**config.mk**
```make
export PLATFORM = sky130hd
export DESIGN_NAME = axi4_lite_register_bank_flat
export DESIGN_NICKNAME = d
export VERILOG_FILES = /design/src/rtl/axi4_lite_register_bank_if.sv /design/src/rtl/axi4_lite_register_bank.sv /design/src/flat_wrapper.sv
export SDC_FILE = /design/constraint.sdc
export NUM_CORES = 1
export LEC_CHECK = 0
export CAP_MARGIN = 10
export CORE_AREA = 2 2 361 363
export DETAILED_ROUTE_END_ITERATION = 6
export DIE_AREA = 0 0 363 365
export RECOVER_POWER = 50
export REMOVE_ABC_BUFFERS = 1
export SETUP_SLACK_MARGIN = 0.15
export SLEW_MARGIN = 10
export SYNTH_ARGS = -nofsm -noshare
export SYNTH_HDL_FRONTEND = slang
export SYNTH_SLANG_ARGS = --single-unit
```
**constraint.sdc**
```tcl
create_clock -name aclk -period 5.9 [get_ports aclk]
set_input_delay 0.885 -clock aclk [delete_from_list [all_inputs] [get_ports aclk]]
set_output_delay 0.885 -clock aclk [all_outputs]
set_load 0.02 [all_outputs]
```
**src/rtl/axi4_lite_register_bank_if.sv**
```systemverilog
// AXI4-Lite bus bundle for the register bank.
// Master drives requests; slave answers them.
interface axi4_lite_register_bank_if #(
  parameter int N = 4,
  parameter int A = 32
);
  logic [A-1:0]   awaddr;
  logic           awvalid;
  logic           awready;
  logic [8*N-1:0] wdata;
  logic [N-1:0]   wstrb;
  logic           wvalid;
  logic           wready;
  logic [1:0]     bresp;
  logic           bvalid;
  logic           bready;
  logic [A-1:0]   araddr;
  logic           arvalid;
  logic           arready;
  logic [8*N-1:0] rdata;
  logic [1:0]     rresp;
  logic           rvalid;
  logic           rready;

  modport master (
    output awaddr, awvalid, input awready,
    output wdata, wstrb, wvalid, input wready,
    input  bresp, bvalid, output bready,
    output araddr, arvalid, input arready,
    input  rdata, rresp, rvalid, output rready
  );

  modport slave (
    input  awaddr, awvalid, output awready,
    input  wdata, wstrb, wvalid, output wready,
    output bresp, bvalid, input bready,
    input  araddr, arvalid, output arready,
    output rdata, rresp, rvalid, input rready
  );
endinterface

```
**src/rtl/axi4_lite_register_bank.sv**
```systemverilog
// AXI4-Lite register bank: RW/RO/W1C registers, byte strobes, SLVERR.
// Define REG_BANK_IRQ_EN to build the registered W1C interrupt.
module axi4_lite_register_bank #(
  parameter int N = 4,
  parameter int A = 32,
  parameter int NUM_REGS = 8,
  parameter logic [2*NUM_REGS-1:0] MODE = '0,
  parameter logic [8*N*NUM_REGS-1:0] RESET_VAL = '0
) (
  input  logic aclk,
  input  logic aresetn,
  axi4_lite_register_bank_if.slave bus,
  output logic [8*N*NUM_REGS-1:0] reg_out,
  input  logic [8*N*NUM_REGS-1:0] reg_in,
  input  logic [8*N*NUM_REGS-1:0] reg_set,
  output logic [NUM_REGS-1:0] wr_pulse,
  output logic [NUM_REGS-1:0] rd_pulse,
  output logic irq
);
  localparam int D  = 8*N;
  localparam int LB = $clog2(N);
  localparam int IW = A - LB;
  localparam logic [1:0] OKAY   = 2'b00;
  localparam logic [1:0] SLVERR = 2'b10;

  function automatic logic [1:0] mode_of(input int i);
    return MODE[2*i +: 2];
  endfunction

  logic           aw_held_q, aw_held_d;
  logic [A-1:0]   aw_addr_q, aw_addr_d;
  logic           w_held_q, w_held_d;
  logic [D-1:0]   w_data_q, w_data_d;
  logic [N-1:0]   w_strb_q, w_strb_d;
  logic           bvalid_q, bvalid_d;
  logic [1:0]     bresp_q, bresp_d;
  logic           rvalid_q, rvalid_d;
  logic [1:0]     rresp_q, rresp_d;
  logic [D-1:0]   rdata_q, rdata_d;
  logic [D-1:0]   regs_q [NUM_REGS];
  logic [D-1:0]   regs_d [NUM_REGS];

  logic [IW-1:0]  aw_idx, ar_idx;
  logic           aw_ok, ar_ok, commit, ar_hs;
  logic [D-1:0]   bmask, clr, rd_val;
  logic           unused_ok;

  assign bus.awready = ~aw_held_q;
  assign bus.wready  = ~w_held_q;
  assign bus.bvalid  = bvalid_q;
  assign bus.bresp   = bresp_q;
  assign bus.arready = ~rvalid_q;
  assign bus.rvalid  = rvalid_q;
  assign bus.rresp   = rresp_q;
  assign bus.rdata   = rdata_q;

  assign unused_ok = ^{aw_addr_q[LB-1:0], bus.araddr[LB-1:0],
                       reg_in, reg_set};

  always_comb begin
    aw_idx = aw_addr_q[A-1:LB];
    ar_idx = bus.araddr[A-1:LB];
    aw_ok  = aw_idx < IW'(NUM_REGS);
    ar_ok  = ar_idx < IW'(NUM_REGS);
    commit = aw_held_q & w_held_q & ~bvalid_q;
    ar_hs  = bus.arvalid & ~rvalid_q;
    bmask  = '0;
    for (int b = 0; b < N; b++)
      bmask[8*b +: 8] = {8{w_strb_q[b]}};
    clr = w_data_q & bmask;
  end

  // Reads use the pre-edge register values, so a same-cycle write is unseen.
  always_comb begin
    rd_val   = '0;
    wr_pulse = '0;
    rd_pulse = '0;
    reg_out  = '0;
    for (int i = 0; i < NUM_REGS; i++) begin
      wr_pulse[i] = commit & aw_ok & (aw_idx == IW'(i));
      rd_pulse[i] = ar_hs & ar_ok & (ar_idx == IW'(i));
      reg_out[D*i +: D] = regs_q[i];
      regs_d[i] = regs_q[i];
      unique case (1'b1)
        mode_of(i) == 2'd1:
          regs_d[i] = '0;
        mode_of(i) == 2'd2:
          regs_d[i] = (regs_q[i] & ~(wr_pulse[i] ? clr : '0))
                    | reg_set[D*i +: D];
        default:
          if (wr_pulse[i])
            regs_d[i] = (regs_q[i] & ~bmask) | clr;
      endcase
      if (ar_idx == IW'(i))
        rd_val = (mode_of(i) == 2'd1) ? reg_in[D*i +: D] : regs_q[i];
    end
  end

  always_comb begin
    aw_held_d = aw_held_q;
    aw_addr_d = aw_addr_q;
    w_held_d  = w_held_q;
    w_data_d  = w_data_q;
    w_strb_d  = w_strb_q;
    bvalid_d  = bvalid_q;
    bresp_d   = bresp_q;
    rvalid_d  = rvalid_q;
    rresp_d   = rresp_q;
    rdata_d   = rdata_q;
    if (bus.awvalid & ~aw_held_q) begin
      aw_held_d = 1'b1;
      aw_addr_d = bus.awaddr;
    end
    if (bus.wvalid & ~w_held_q) begin
      w_held_d = 1'b1;
      w_data_d = bus.wdata;
      w_strb_d = bus.wstrb;
    end
    if (bvalid_q & bus.bready)
      bvalid_d = 1'b0;
    if (commit) begin
      aw_held_d = 1'b0;
      w_held_d  = 1'b0;
      bvalid_d  = 1'b1;
      bresp_d   = aw_ok ? OKAY : SLVERR;
    end
    if (rvalid_q & bus.rready)
      rvalid_d = 1'b0;
    if (ar_hs) begin
      rvalid_d = 1'b1;
      rresp_d  = ar_ok ? OKAY : SLVERR;
      rdata_d  = ar_ok ? rd_val : '0;
    end
  end

  always_ff @(posedge aclk) begin
    if (!aresetn) begin
      aw_held_q <= 1'b0;
      aw_addr_q <= '0;
      w_held_q  <= 1'b0;
      w_data_q  <= '0;
      w_strb_q  <= '0;
      bvalid_q  <= 1'b0;
      bresp_q   <= OKAY;
      rvalid_q  <= 1'b0;
      rresp_q   <= OKAY;
      rdata_q   <= '0;
      for (int i = 0; i < NUM_REGS; i++)
        regs_q[i] <= (mode_of(i) == 2'd1) ? '0 : RESET_VAL[D*i +: D];
    end else begin
      aw_held_q <= aw_held_d;
      aw_addr_q <= aw_addr_d;
      w_held_q  <= w_held_d;
      w_data_q  <= w_data_d;
      w_strb_q  <= w_strb_d;
      bvalid_q  <= bvalid_d;
      bresp_q   <= bresp_d;
      rvalid_q  <= rvalid_d;
      rresp_q   <= rresp_d;
      rdata_q   <= rdata_d;
      for (int i = 0; i < NUM_REGS; i++)
        regs_q[i] <= regs_d[i];
    end
  end

`ifdef REG_BANK_IRQ_EN
  logic irq_q, irq_d;

  always_comb begin
    irq_d = 1'b0;
    for (int i = 0; i < NUM_REGS; i++)
      if (mode_of(i) == 2'd2)
        irq_d = irq_d | (|regs_q[i]);
  end

  always_ff @(posedge aclk) begin
    if (!aresetn) irq_q <= 1'b0;
    else          irq_q <= irq_d;
  end

  assign irq = irq_q;
`else
  assign irq = 1'b0;
`endif
endmodule

```
**src/flat_wrapper.sv**
```systemverilog
// flat-port wrapper written by rule: the top's interface ports become plain ports
module axi4_lite_register_bank_flat 
#(
  parameter int N = 4,
  parameter int A = 32,
  parameter int NUM_REGS = 8,
  parameter logic [2*NUM_REGS-1:0] MODE = '0,
  parameter logic [8*N*NUM_REGS-1:0] RESET_VAL = '0
)
  (aclk, aresetn, reg_out, reg_in, reg_set, wr_pulse, rd_pulse, irq, bus_awaddr, bus_awvalid, bus_awready, bus_wdata, bus_wstrb, bus_wvalid, bus_wready, bus_bresp, bus_bvalid, bus_bready, bus_araddr, bus_arvalid, bus_arready, bus_rdata, bus_rresp, bus_rvalid, bus_rready);
  axi4_lite_register_bank_if #(.N(N), .A(A)) bus_i ();
  input  logic aclk;
  input  logic aresetn;
  output logic [8*N*NUM_REGS-1:0] reg_out;
  input  logic [8*N*NUM_REGS-1:0] reg_in;
  input  logic [8*N*NUM_REGS-1:0] reg_set;
  output logic [NUM_REGS-1:0] wr_pulse;
  output logic [NUM_REGS-1:0] rd_pulse;
  output logic irq;
  input wire logic [$bits(bus_i.awaddr)-1:0] bus_awaddr;
  input wire logic [$bits(bus_i.awvalid)-1:0] bus_awvalid;
  output wire logic [$bits(bus_i.awready)-1:0] bus_awready;
  input wire logic [$bits(bus_i.wdata)-1:0] bus_wdata;
  input wire logic [$bits(bus_i.wstrb)-1:0] bus_wstrb;
  input wire logic [$bits(bus_i.wvalid)-1:0] bus_wvalid;
  output wire logic [$bits(bus_i.wready)-1:0] bus_wready;
  output wire logic [$bits(bus_i.bresp)-1:0] bus_bresp;
  output wire logic [$bits(bus_i.bvalid)-1:0] bus_bvalid;
  input wire logic [$bits(bus_i.bready)-1:0] bus_bready;
  input wire logic [$bits(bus_i.araddr)-1:0] bus_araddr;
  input wire logic [$bits(bus_i.arvalid)-1:0] bus_arvalid;
  output wire logic [$bits(bus_i.arready)-1:0] bus_arready;
  output wire logic [$bits(bus_i.rdata)-1:0] bus_rdata;
  output wire logic [$bits(bus_i.rresp)-1:0] bus_rresp;
  output wire logic [$bits(bus_i.rvalid)-1:0] bus_rvalid;
  input wire logic [$bits(bus_i.rready)-1:0] bus_rready;
  assign bus_i.awaddr = bus_awaddr;
  assign bus_i.awvalid = bus_awvalid;
  assign bus_awready = bus_i.awready;
  assign bus_i.wdata = bus_wdata;
  assign bus_i.wstrb = bus_wstrb;
  assign bus_i.wvalid = bus_wvalid;
  assign bus_wready = bus_i.wready;
  assign bus_bresp = bus_i.bresp;
  assign bus_bvalid = bus_i.bvalid;
  assign bus_i.bready = bus_bready;
  assign bus_i.araddr = bus_araddr;
  assign bus_i.arvalid = bus_arvalid;
  assign bus_arready = bus_i.arready;
  assign bus_rdata = bus_i.rdata;
  assign bus_rresp = bus_i.rresp;
  assign bus_rvalid = bus_i.rvalid;
  assign bus_i.rready = bus_rready;
  axi4_lite_register_bank #(.N(N), .A(A), .NUM_REGS(NUM_REGS), .MODE(MODE), .RESET_VAL(RESET_VAL)) u_core (.aclk(aclk), .aresetn(aresetn), .bus(bus_i), .reg_out(reg_out), .reg_in(reg_in), .reg_set(reg_set), .wr_pulse(wr_pulse), .rd_pulse(rd_pulse), .irq(irq));
endmodule
```
=== Word-level counts from Yosys, hierarchy flattened ===
Memory sizes are Yosys's and may differ from the RTL's.
Index checks and enable logic that the tools add are counted.

* Output and inout bits: 314
* RAM bits: 256
* Flip-flop bits (word level): 108
* Memories kept: 1
* Logic and storage cells: 121

{| class="wikitable"
|+ Memory list
! memory !! depth !! bits a word !! rd ports !! clocked after Yosys merged registers in !! wr ports !! RTL line !! RTL
|-
| u_core.regs_q || 8 || 32 || 8 || 0 || 8 || axi4_lite_register_bank.sv:40 || <nowiki>logic [D-1:0] regs_q [NUM_REGS];</nowiki>
|}

* Reduce and logical (&&, ||, !) cells: 5
* Bitwise operators: 56
* Multiplexer cells: 33
* $lt $le $gt $ge: 2
* Eq/ne operators: 14

{| class="wikitable"
|+ Operator list
! cell !! count
|-
| two-way mux 32 bit || 25
|-
| bitwise AND 32 bit || 9
|-
| OR 32 bit || 8
|-
| == test 30 x 3 -> 1 bit (second input constant) || 8
|-
| == test 30 x 2 -> 1 bit (second input constant) || 4
|-
| == test 30 x 1 -> 1 bit (second input constant) || 2
|-
| logical NOT 30 bit || 2
|-
| < comparator 30 x 4 -> 1 bit (second input constant) || 2
|-
| NOT 32 bit || 1
|-
| bitwise AND 1 bit || 25
|-
| OR 1 bit || 8
|-
| two-way mux 1 bit || 6
|-
| NOT 1 bit || 5
|-
| two-way mux 2 bit || 2
|-
| nonzero test 2 bit || 2
|-
| OR reduction 2 bit || 1
|}

=== Depth between registers and ports, before layout ===
Gate-level depths: netlist of the first run.

* Depth after elaboration: 10
* Mapped depth: 8
* Mapped depth without buffers: 5

=== Worst setup path before layout of the first run ===
OpenSTA, ideal clock, no wires.

* Path kind: input-to-output
* From: input bus_araddr[24]
* To: output rd_pulse[3]
* Stages: 5
* Data required time: 5.015 ns
* Data arrival time: 2.680 ns
* Path slack: 2.335 ns
* Path buffers: 1
* Cells stage by stage: nor4_2 > nand4_1 > buf_2 > or3_1 > nor4_1

* Longest elaborated chain between the ends: 3

{| class="wikitable"
|+ RTL lines
! item !! RTL line !! RTL
|-
| start, declared || flat_wrapper.sv:30 || <nowiki>input wire logic [$bits(bus_i.araddr)-1:0] bus_araddr;</nowiki>
|-
| < comparator 30 x 4 -> 1 bit || axi4_lite_register_bank.sv:64 || <nowiki>ar_ok = ar_idx < IW'(NUM_REGS);</nowiki>
|-
| bitwise AND 1 bit || axi4_lite_register_bank.sv:81 || <nowiki>rd_pulse[i] = ar_hs & ar_ok & (ar_idx == IW'(i));</nowiki>
|-
| bitwise AND 1 bit * || axi4_lite_register_bank.sv:81 ||
|-
| end, declared || flat_wrapper.sv:18 || <nowiki>output logic [NUM_REGS-1:0] rd_pulse;</nowiki>
|}

Every way passes the cells marked *; elsewhere a longest branch is shown, timed or not.

=== Worst setup path after layout of the first run ===
* From: input aresetn
* To: register u_core.bvalid_q (netlist: u_core.bus.bvalid)

{| class="wikitable"
|+ RTL lines
! item !! RTL line !! RTL
|-
| start, declared || flat_wrapper.sv:13 || <nowiki>input logic aresetn;</nowiki>
|-
| end signal, assigned || axi4_lite_register_bank.sv:156 || <nowiki>bvalid_q <= bvalid_d;</nowiki>
|-
| end, declared || axi4_lite_register_bank.sv:35 || <nowiki>logic bvalid_q, bvalid_d;</nowiki>
|}

No word-level cell between the ends.

==> reports/metrics.yaml, run 1 <==
power_and_ir_drop:
  power_frac_clock: 0.505
  switching_share: 0.261
  switching_power_mw: 1.52
  p_leak_nw: 10.2
  pwr-share-comb: 0.068
  p_int_mw: 4.30
  p_seq_frac: 0.427
  vdd_drop_max_mv: 0.171
  powerDensity_nw_per_um2: 247
  p_total_mw: 5.83
logic_synthesis:
  netlist_area_um2: 16100
  synth-main-ff-cell: "dfxtp_1"
  synth_cells: 1697
  asyncSetResetFlopFracSynth: 0
  synth-seq-area-share: 0.449
  yosys_warnings: 0
  synth_edf_count: 0
  ys_ff_latch: 360
  avgSynthCellArea_um2: 9.46
  ys_types: 59
final_layout:
  postLayoutCellArea_um2: 23600
  area_delta_synth_final_pct: 47.2
  final_core_util: 0.184
  fin_nets: 2693
  final_cell_mix: "nand2_1, dfxtp_1, mux2i_1"
  layout_commonest_cell: "nand2_1"
  drive_gt1_frac: 0.105
timing:
  hold_viol_final: 0
  setup_tns_ps: 0
  fin_worst_skew_ps: 29.5
  setup_viol: 0
  fmax_ghz: 0.202
  fin_crit_sh: 0.837
  maxSlewViolCount: 124
  fin_crit_ps: 4940
  rsz0062_at_grt: "false"
  tightest_slew_ps: 3960
  slew_headroom: -1.64
placed_design:
  place_area_um2: 22100
  portBuffers: 413
  routabilityCongestion: 0.812
  place_hpwl_um: 62900
worst_setup_path:
  arrival_ps: 5280
  crit_buf_inv: 3
  rrSetupSlack_ps: 2480
  endpoint_kind: "register"
  slowest_delay_ps: 2730
  critPathTopFamily: "buffers and inverters"
  worst-path-stages: 4
  cp-endpoint: "u_core.bus.bvalid"
  required_ps: 6240
  rr_startpoint: "u_core.aw_addr_q[31]"
  path_class: "input pin to register"
  crit_path_start: "aresetn"
  path_cells: "clkbuf_2 > clkinvlp_2 > clkbuf_1 > nor2_1"
  rr_worst_depth: 6
  path_max_fanout: 67
  start_kind: "input pin"
  slowest_stage: "clkbuf_1"
die:
  ioPinCount: 933
  die_h_um: 365
  die_w_um: 363
  rows: 132
  start_util: 0.125
  core_area_um2: 129000
  dieArea_um2: 132000
cts:
  cts.sinks: 360
  root_buffer: "clkbuf_16"
  hold_buffers: 0
  clk_pin_slew_ps: 60
  cts_max_path_buffers: 3
  clock_latency_ps: 620
  ctsHtreeMaxLevel: 2
  cts_resized: 0
  numCtsBuffers: 46
  cts_setup_buffers: 0
  tritoncts: "built"
run:
  drv_cap: 2
grt:
  grt-busiest-layer: "met2"
  antenna_found_initial: 12
  grt_use_met1: 0.174
  grt_max_degree: 155
  grtUsageMet3: 0.0415
  grt_pass1_wl_um: 116000
  grtUsageTotal: 0.126
  overflow: 0
  first_global_vias: 14400
  gr-usage-met2: 0.182
route:
  vias: 14764
  firstDrtPassIters: 5
  avgRoutedWirePerCell_um: 22.7
  drc: 0
  drtIter0Drc: 1021
  wl_um: 86000
  ant_nets: 0
  via_per_inst: 3.89
outcome:
  status: "finished, violations left"
  violations: "max-capacitance violations, max-slew violations"
min_path:
  hold_path_class: "register to register"
==> worst min-delay path by stage <==
| stage | start | to | slack (ps) | depth (start not counted) |
|---|---|---|---|---|
| 5_1_grt | u_core.aw_addr_q[16] | u_core.aw_addr_q[16] | 470 | 2 |
| 3_5_place_dp | u_core.aw_addr_q[21] | u_core.aw_addr_q[21] | 450 | 2 |
| 4_1_cts | u_core.aw_addr_q[21] | u_core.aw_addr_q[21] | 460 | 2 |
| 2_1_floorplan | u_core.aw_addr_q[13] | u_core.aw_addr_q[13] | 440 | 2 |
| 3_3_place_gp | u_core.aw_addr_q[19] | u_core.aw_addr_q[19] | 450 | 2 |
| 6_report | u_core.aw_addr_q[21] | u_core.aw_addr_q[21] | 450 | 2 |
==> per-layer routing <==
metal,share of wire,vias to the layer above
li1,-,6717
met3,0.091,113
met2,0.41,644
met1,0.48,7284
met4,0.025,6
met5,0.00048,-
==> per-stage QoR <==
stage               worst slack (ps)  hold WS, ps  std cells
floorplan                        697          436       1575
global placement                1150          445       3700
detailed placement              1150          447       3701
CTS                             1150          455       3787
global route                     579          474       3787
finish                           959          455       3791
==> cells by family after synthesis <==
logic type	Yosys count	share of synthesized area
compound gates	200	0.0844
simple gates	702	0.217
other cells	1	0.000234
mux	305	0.214
flops	360	0.449
buf+inv	129	0.0359
==> area by class of cell <==
type | instances | area (um^2)
antenna | 4 | 10.0
clock buffer | 66 | 1290
clock inverter | 20 | 254
fill | 14193 | 105000
inverter | 5 | 20.0
multi-input combinational | 1210 | 8320
sequential | 360 | 7210
tap | 1675 | 2100
timing repair buffer | 451 | 4430
==> worst reg2reg max path, stage by stage, from the launching register on <==
cell     delay [ps]
dfxtp_1         310
nor4_1          320
and4_1          650
and3_2          740
buf_4           410
nand4_2         570
mux2i_1         360
==> synthesized netlist by cell type (11+ instances only) <==
cell type	n	share of area
buf_1	16	0.0037
nand4_2	11	0.0086
mux4_2	29	0.041
o21ai_0	24	0.0075
a21o_1	20	0.0094
dfxtp_1	360	0.45
buf_2	15	0.0047
a22oi_1	23	0.011
nor2_1	83	0.019
a21oi_1	74	0.023
nor3b_1	26	0.012
nand2_1	425	0.099
nand3_2	11	0.0069
nor3_1	31	0.0097
or3_1	22	0.0086
mux2i_1	266	0.17
clkbuf_1	79	0.018
nor2b_1	12	0.0047
==> power by group through the flow <==
stage / Combinational, mW / Clock, mW / Sequential (mW)
after floorplan: 0.130 / 0 / 2.54
after global placement: 0.405 / 0 / 2.54
after detailed placement: 0.407 / 0 / 2.54
after CTS: 0.409 / 3.06 / 2.49
after global routing: 0.426 / 3.13 / 2.49
final: 0.395 / 2.94 / 2.49
Power figures use the tool's default switching activity.
==> inputs of run 2 (changes only) <==
--- a/config.mk
+++ b/config.mk
@@ -6,9 +6,9 @@
 export NUM_CORES = 1
 export LEC_CHECK = 0
 export CAP_MARGIN = 10
-export CORE_AREA = 2 2 361 363
+export CORE_AREA = 2 2 364 366
 export DETAILED_ROUTE_END_ITERATION = 6
-export DIE_AREA = 0 0 363 365
+export DIE_AREA = 0 0 366 368
 export RECOVER_POWER = 50
 export REMOVE_ABC_BUFFERS = 1
 export SETUP_SLACK_MARGIN = 0.15
==> constraint.sdc (replaced) <==
create_clock -name aclk -period 5.1 [get_ports aclk]
set_input_delay 0.765 -clock aclk [delete_from_list [all_inputs] [get_ports aclk]]
set_output_delay 0.765 -clock aclk [all_outputs]
set_load 0.02 [all_outputs]
==> run 2 against run 1 <==
- flip-flop and latch count unchanged
- die area up 1.7%
- the run still ends with max-capacitance violations, max-slew violations left
- critical path type unchanged
- combinational power up 16%
==> reports/metrics.yaml, run 2 (synthesis gave the netlist of run 1 again) <==
outcome:
  status: "finished, violations left"
  violations: "max-capacitance violations, max-slew violations"
worst_setup_path:
  rr_worst_depth: 6
  cp-endpoint: "u_core.bus.rdata[26]"
  rrSetupSlack_ps: 1470
  crit_path_start: "aresetn"
  endpoint_kind: "register"
  rr_startpoint: "u_core.aw_addr_q[31]"
  path_max_fanout: 77
  arrival_ps: 5030
  path_class: "input pin to register"
  start_kind: "input pin"
  required_ps: 5590
timing:
  fmax_ghz: 0.220
  tightest_slew_ps: 3390
  setup_ws_ps: 558
  fin_crit_sh: 0.891
  fin_crit_ps: 4540
  fin_worst_skew_ps: 46.6
  rsz0062_at_grt: "false"
  slew_headroom: -1.26
  setup_tns_ps: 0
  setup_viol: 0
  hold_viol_final: 0
  maxSlewViolCount: 78
final_layout:
  layout_commonest_cell: "nand2_1"
  final_cell_mix: "nand2_1, dfxtp_1, mux2i_1"
  seq_area_um2: 7210
  fin_nets: 2692
  fill_cells: 14568
  area_delta_synth_final_pct: 48.7
  stdcell_count: 3868
  multi_input_area_um2: 8320
  drive_gt1_frac: 0.108
power_and_ir_drop:
  powerDensity_nw_per_um2: 289
  p_leak_nw: 10.3
  vdd_drop_max_mv: 0.244
  p_total_mw: 6.90
cts:
  cts.sinks: 360
  cts_resized: 0
  root_buffer: "clkbuf_16"
  ctsHtreeMaxLevel: 2
  cts_max_path_buffers: 3
  hold_buffers: 0
  clock_latency_ps: 630
  clk_pin_slew_ps: 70
  numCtsBuffers: 45
  tritoncts: "built"
  cts_setup_buffers: 0
grt:
  grt-busiest-layer: "met2"
  grtUsageMet3: 0.0602
  overflow: 0
  gr-usage-met2: 0.175
  grtUsageTotal: 0.125
  grt_pass1_wl_um: 118000
  first_global_vias: 14478
  antenna_found_initial: 24
  grt_use_met1: 0.167
  grt_max_degree: 145
route:
  ant_nets: 0
  vias: 14736
  drtIter0Drc: 1243
  wl_um: 87000
  firstDrtPassIters: 5
  avgRoutedWirePerCell_um: 22.5
  drc: 0
  via_per_inst: 3.81
die:
  rows: 133
  ioPinCount: 933
  die_h_um: 368
  dieArea_um2: 135000
  core_area_um2: 131000
  start_util: 0.123
  die_w_um: 366
min_path:
  hold_path_class: "register to register"
run:
  drv_cap: 1
placed_design:
  dp_worst_setup_slack_ps: 941
  portBuffers: 413
  routabilityCongestion: 0.800
  place_hpwl_um: 63400
  place_inst: 3781
## run 2: changes by cell type in the layout (fill, tap and decap cells not counted), sizes merged
cell | before | now
dlygate4sd3 | 253 | 265
clkbuf | 69 | 65
clkinvlp | 3 | 1
clkdlybuf4s50 | 157 | 141
clkinv | 11 | 8
buf | 38 | 43
inv | 7 | 10
bufinv | 4 | 7
diode | 4 | 3
## run 2: through the flow
| stage | util | cell area (um^2) | hold WS (ps) |
|---|---|---|---|
| floorplan | - | 15500 | 436 |
| global placement | 0.170 | 22200 | 445 |
| detailed placement | 0.170 | 22200 | 448 |
| CTS | 0.182 | 23900 | 456 |
| global route | 0.182 | 23900 | 476 |
| finish | 0.182 | 23900 | 455 |
## run 2: per-layer routing
metal / vias to the layer above / wire, um
met1: 7206 / 39500
met5: - / 84
met4: 12 / 2180
li1: 6717 / -
met2: 687 / 34700
met3: 114 / 10500
## run 2: area by class of cell
| cell class | count | share of cell area |
|---|---|---|
| Antenna cell | 3 | 0.000315 |
| Inverter | 5 | 0.000787 |
| Timing Repair Buffer | 451 | 0.188 |
| Sequential cell | 360 | 0.302 |
| Clock buffer | 63 | 0.0543 |
| Tap cell | 1755 | 0.0920 |
| Clock inverter | 21 | 0.0140 |
| Multi-Input combinational cell | 1210 | 0.349 |
## run 2: how the worst min path moves through the flow
stage                               startpoint                   end  slack (ps)  cells past startpoint
after floorplan           u_core.aw_addr_q[13]  u_core.aw_addr_q[13]         440                      2
after global placement    u_core.aw_addr_q[26]  u_core.aw_addr_q[26]         450                      2
after detailed placement  u_core.aw_addr_q[26]  u_core.aw_addr_q[26]         450                      2
after CTS                 u_core.aw_addr_q[26]  u_core.aw_addr_q[26]         460                      2
after global routing      u_core.aw_addr_q[26]  u_core.aw_addr_q[26]         480                      2
final                     u_core.aw_addr_q[26]  u_core.aw_addr_q[26]         450                      2
## run 2: power breakdown
part / switching [mW] / internal (mW) / total, mW
clock network: 1.42 / 2.15 / 3.56
registers: 0.0323 / 2.85 / 2.88
logic: 0.305 / 0.153 / 0.458
## run 2: critical path, cell delays in order
cell and delay, ps:
buf_8 200, inv_1 2440, clkbuf_2 1240, a21o_1 150, a22oi_1 80
==> inputs of run 3 (changes only) <==
--- a/config.mk
+++ b/config.mk
@@ -5,7 +5,7 @@
 export SDC_FILE = /design/constraint.sdc
 export NUM_CORES = 1
 export LEC_CHECK = 0
-export CAP_MARGIN = 10
+export CAP_MARGIN = 25
 export CORE_AREA = 2 2 364 366
 export DETAILED_ROUTE_END_ITERATION = 6
 export DIE_AREA = 0 0 366 368
==> run 3 against run 2 <==
- the run still ends with max-capacitance violations, max-slew violations left
- worst setup slack better by 9.2 ps
- critical path type unchanged
- global-route usage about the same
- clock power down 2%
- power down 0.87%
==> reports/metrics.yaml, run 3 (synthesis gave the netlist of run 1 again) <==
outcome:
  status: "finished, violations left"
  violations: "max-capacitance violations, max-slew violations"
route:
  wl_met2_um: 34900
  wl_um: 87100
  via_per_inst: 3.82
  avgRoutedWirePerCell_um: 22.5
  dr_wl_met3_um: 8590
  top_layer_used: "met5"
  drc: 0
  vias: 14797
  drtIter0Drc: 1117
  ant_nets: 0
  m1WireLength_um: 41300
  firstDrtPassIters: 6
worst_setup_path:
  required_ps: 5590
  arrival_ps: 5020
  path_class: "input pin to register"
  slowest_stage: "inv_1"
  path_max_fanout: 77
  slowest_delay_ps: 2410
  endpoint_kind: "register"
  path_cells: "buf_8 > inv_1 > clkbuf_2 > a21o_1 > a22oi_1"
  start_kind: "input pin"
cts:
  root_buffer: "clkbuf_16"
  cts_resized: 0
  cts_setup_buffers: 0
  cts.sinks: 360
  clk_pin_slew_ps: 70
  cts_max_path_buffers: 3
  ctsHtreeMaxLevel: 2
  numCtsBuffers: 45
  hold_buffers: 0
  clock_latency_ps: 620
  tritoncts: "built"
final_layout:
  area_delta_synth_final_pct: 48.9
  multi_input_area_um2: 8320
  fin_nets: 2695
  fill_cells: 14567
  final_cell_mix: "nand2_1, dfxtp_1, mux2i_1"
  layout_commonest_cell: "nand2_1"
  drive_gt1_frac: 0.111
  seq_area_um2: 7210
power_and_ir_drop:
  p_leak_nw: 10.3
  pwr-share-comb: 0.068
  p_int_mw: 5.07
  vdd_drop_max_mv: 0.214
  p_seq_frac: 0.421
  p_total_mw: 6.84
  powerDensity_nw_per_um2: 286
  switching_power_mw: 1.77
  power_frac_clock: 0.512
  switching_share: 0.259
timing:
  fin_crit_sh: 0.889
  slew_headroom: -1.23
  tightest_slew_ps: 3350
  fin_crit_ps: 4530
  setup_viol: 0
  fmax_ghz: 0.221
  fin_worst_skew_ps: 43.6
  timing.hold.ws_ps: 456
  rsz0062_at_grt: "false"
  maxSlewViolCount: 78
  setup_tns_ps: 0
  hold_viol_final: 0
grt:
  antenna_found_initial: 20
  overflow: 0
  grt_pass1_wl_um: 118000
  grtUsageTotal: 0.125
  first_global_vias: 14552
  grt_max_degree: 145
placed_design:
  place_hpwl_um: 63400
  portBuffers: 413
  routabilityCongestion: 0.800
die:
  die_w_um: 366
  dieArea_um2: 135000
  die_h_um: 368
  core_area_um2: 131000
  ioPinCount: 933
  start_util: 0.123
  rows: 133
run:
  drv_cap: 1
min_path:
  hold_path_class: "register to register"
## run 3: changes by cell type in the layout (fill, tap and decap cells not counted), moves of 2 or more
cell        previous run  this run
clkbuf_8               8        11
clkbuf_1              10         5
clkinvlp_4             1         4
inv_6                  3         6
clkinv_16              0         2
bufinv_16              7         5
## run 3: critical path, delay by kind of cell
kind	cells	cell delay, ps
buffers and inverters	3	3880
AOI/OAI and AO/OA	2	230
## run 3: path summary, 6_finish.rpt
kind / from / to / slack, ps / cells after the start
worst max-delay path: aresetn / u_core.bus.rdata[26] / 570 / 5
worst min-delay path: u_core.aw_addr_q[26] / u_core.aw_addr_q[26] / 460 / 2
worst max register to register: u_core.aw_addr_q[5] / register / 1510 / 7
worst min register to register: u_core.aw_addr_q[26] / u_core.aw_addr_q[26] / 460 / 2
## run 3: cell type report
cell class                      count  share of cell area
Antenna cell                        2            0.000209
Tap cell                         1755              0.0919
Clock buffer                       60              0.0541
Multi-Input combinational cell   1210               0.348
Timing Repair Buffer              454               0.190
Sequential cell                   360               0.302
Clock inverter                     23              0.0138
Inverter                            5            0.000785
## run 3: metrics by stage
| step | worst slack (ps) | instance area (um^2) | cells | utilization |
|---|---|---|---|---|
| floorplan | 137 | 15500 | 1575 | - |
| global placement | 957 | 22200 | 3781 | 0.170 |
| detailed placement | 951 | 22300 | 3782 | 0.170 |
| CTS | 721 | 23900 | 3865 | 0.183 |
| global route | 296 | 23900 | 3867 | 0.183 |
| finish | 567 | 23900 | 3869 | 0.183 |
## run 3: power groups by stage
| stage | combinational (mW) | sequential (mW) | clock [mW] |
|---|---|---|---|
| 4_1_cts | 0.475 | 2.88 | 3.62 |
| 6_report | 0.463 | 2.88 | 3.50 |
| 2_1_floorplan | 0.151 | 2.93 | 0 |
| 5_1_grt | 0.501 | 2.88 | 3.71 |
| 3_3_place_gp | 0.470 | 2.94 | 0 |
| 3_5_place_dp | 0.474 | 2.94 | 0 |
## run 3: per-layer routing
layer | global-route usage | vias up
met4 | 0.0367 | 10
met1 | 0.173 | 7252
met2 | 0.178 | 681
met3 | 0.0466 | 119
li1 | - | 6735
met5 | 0 | -
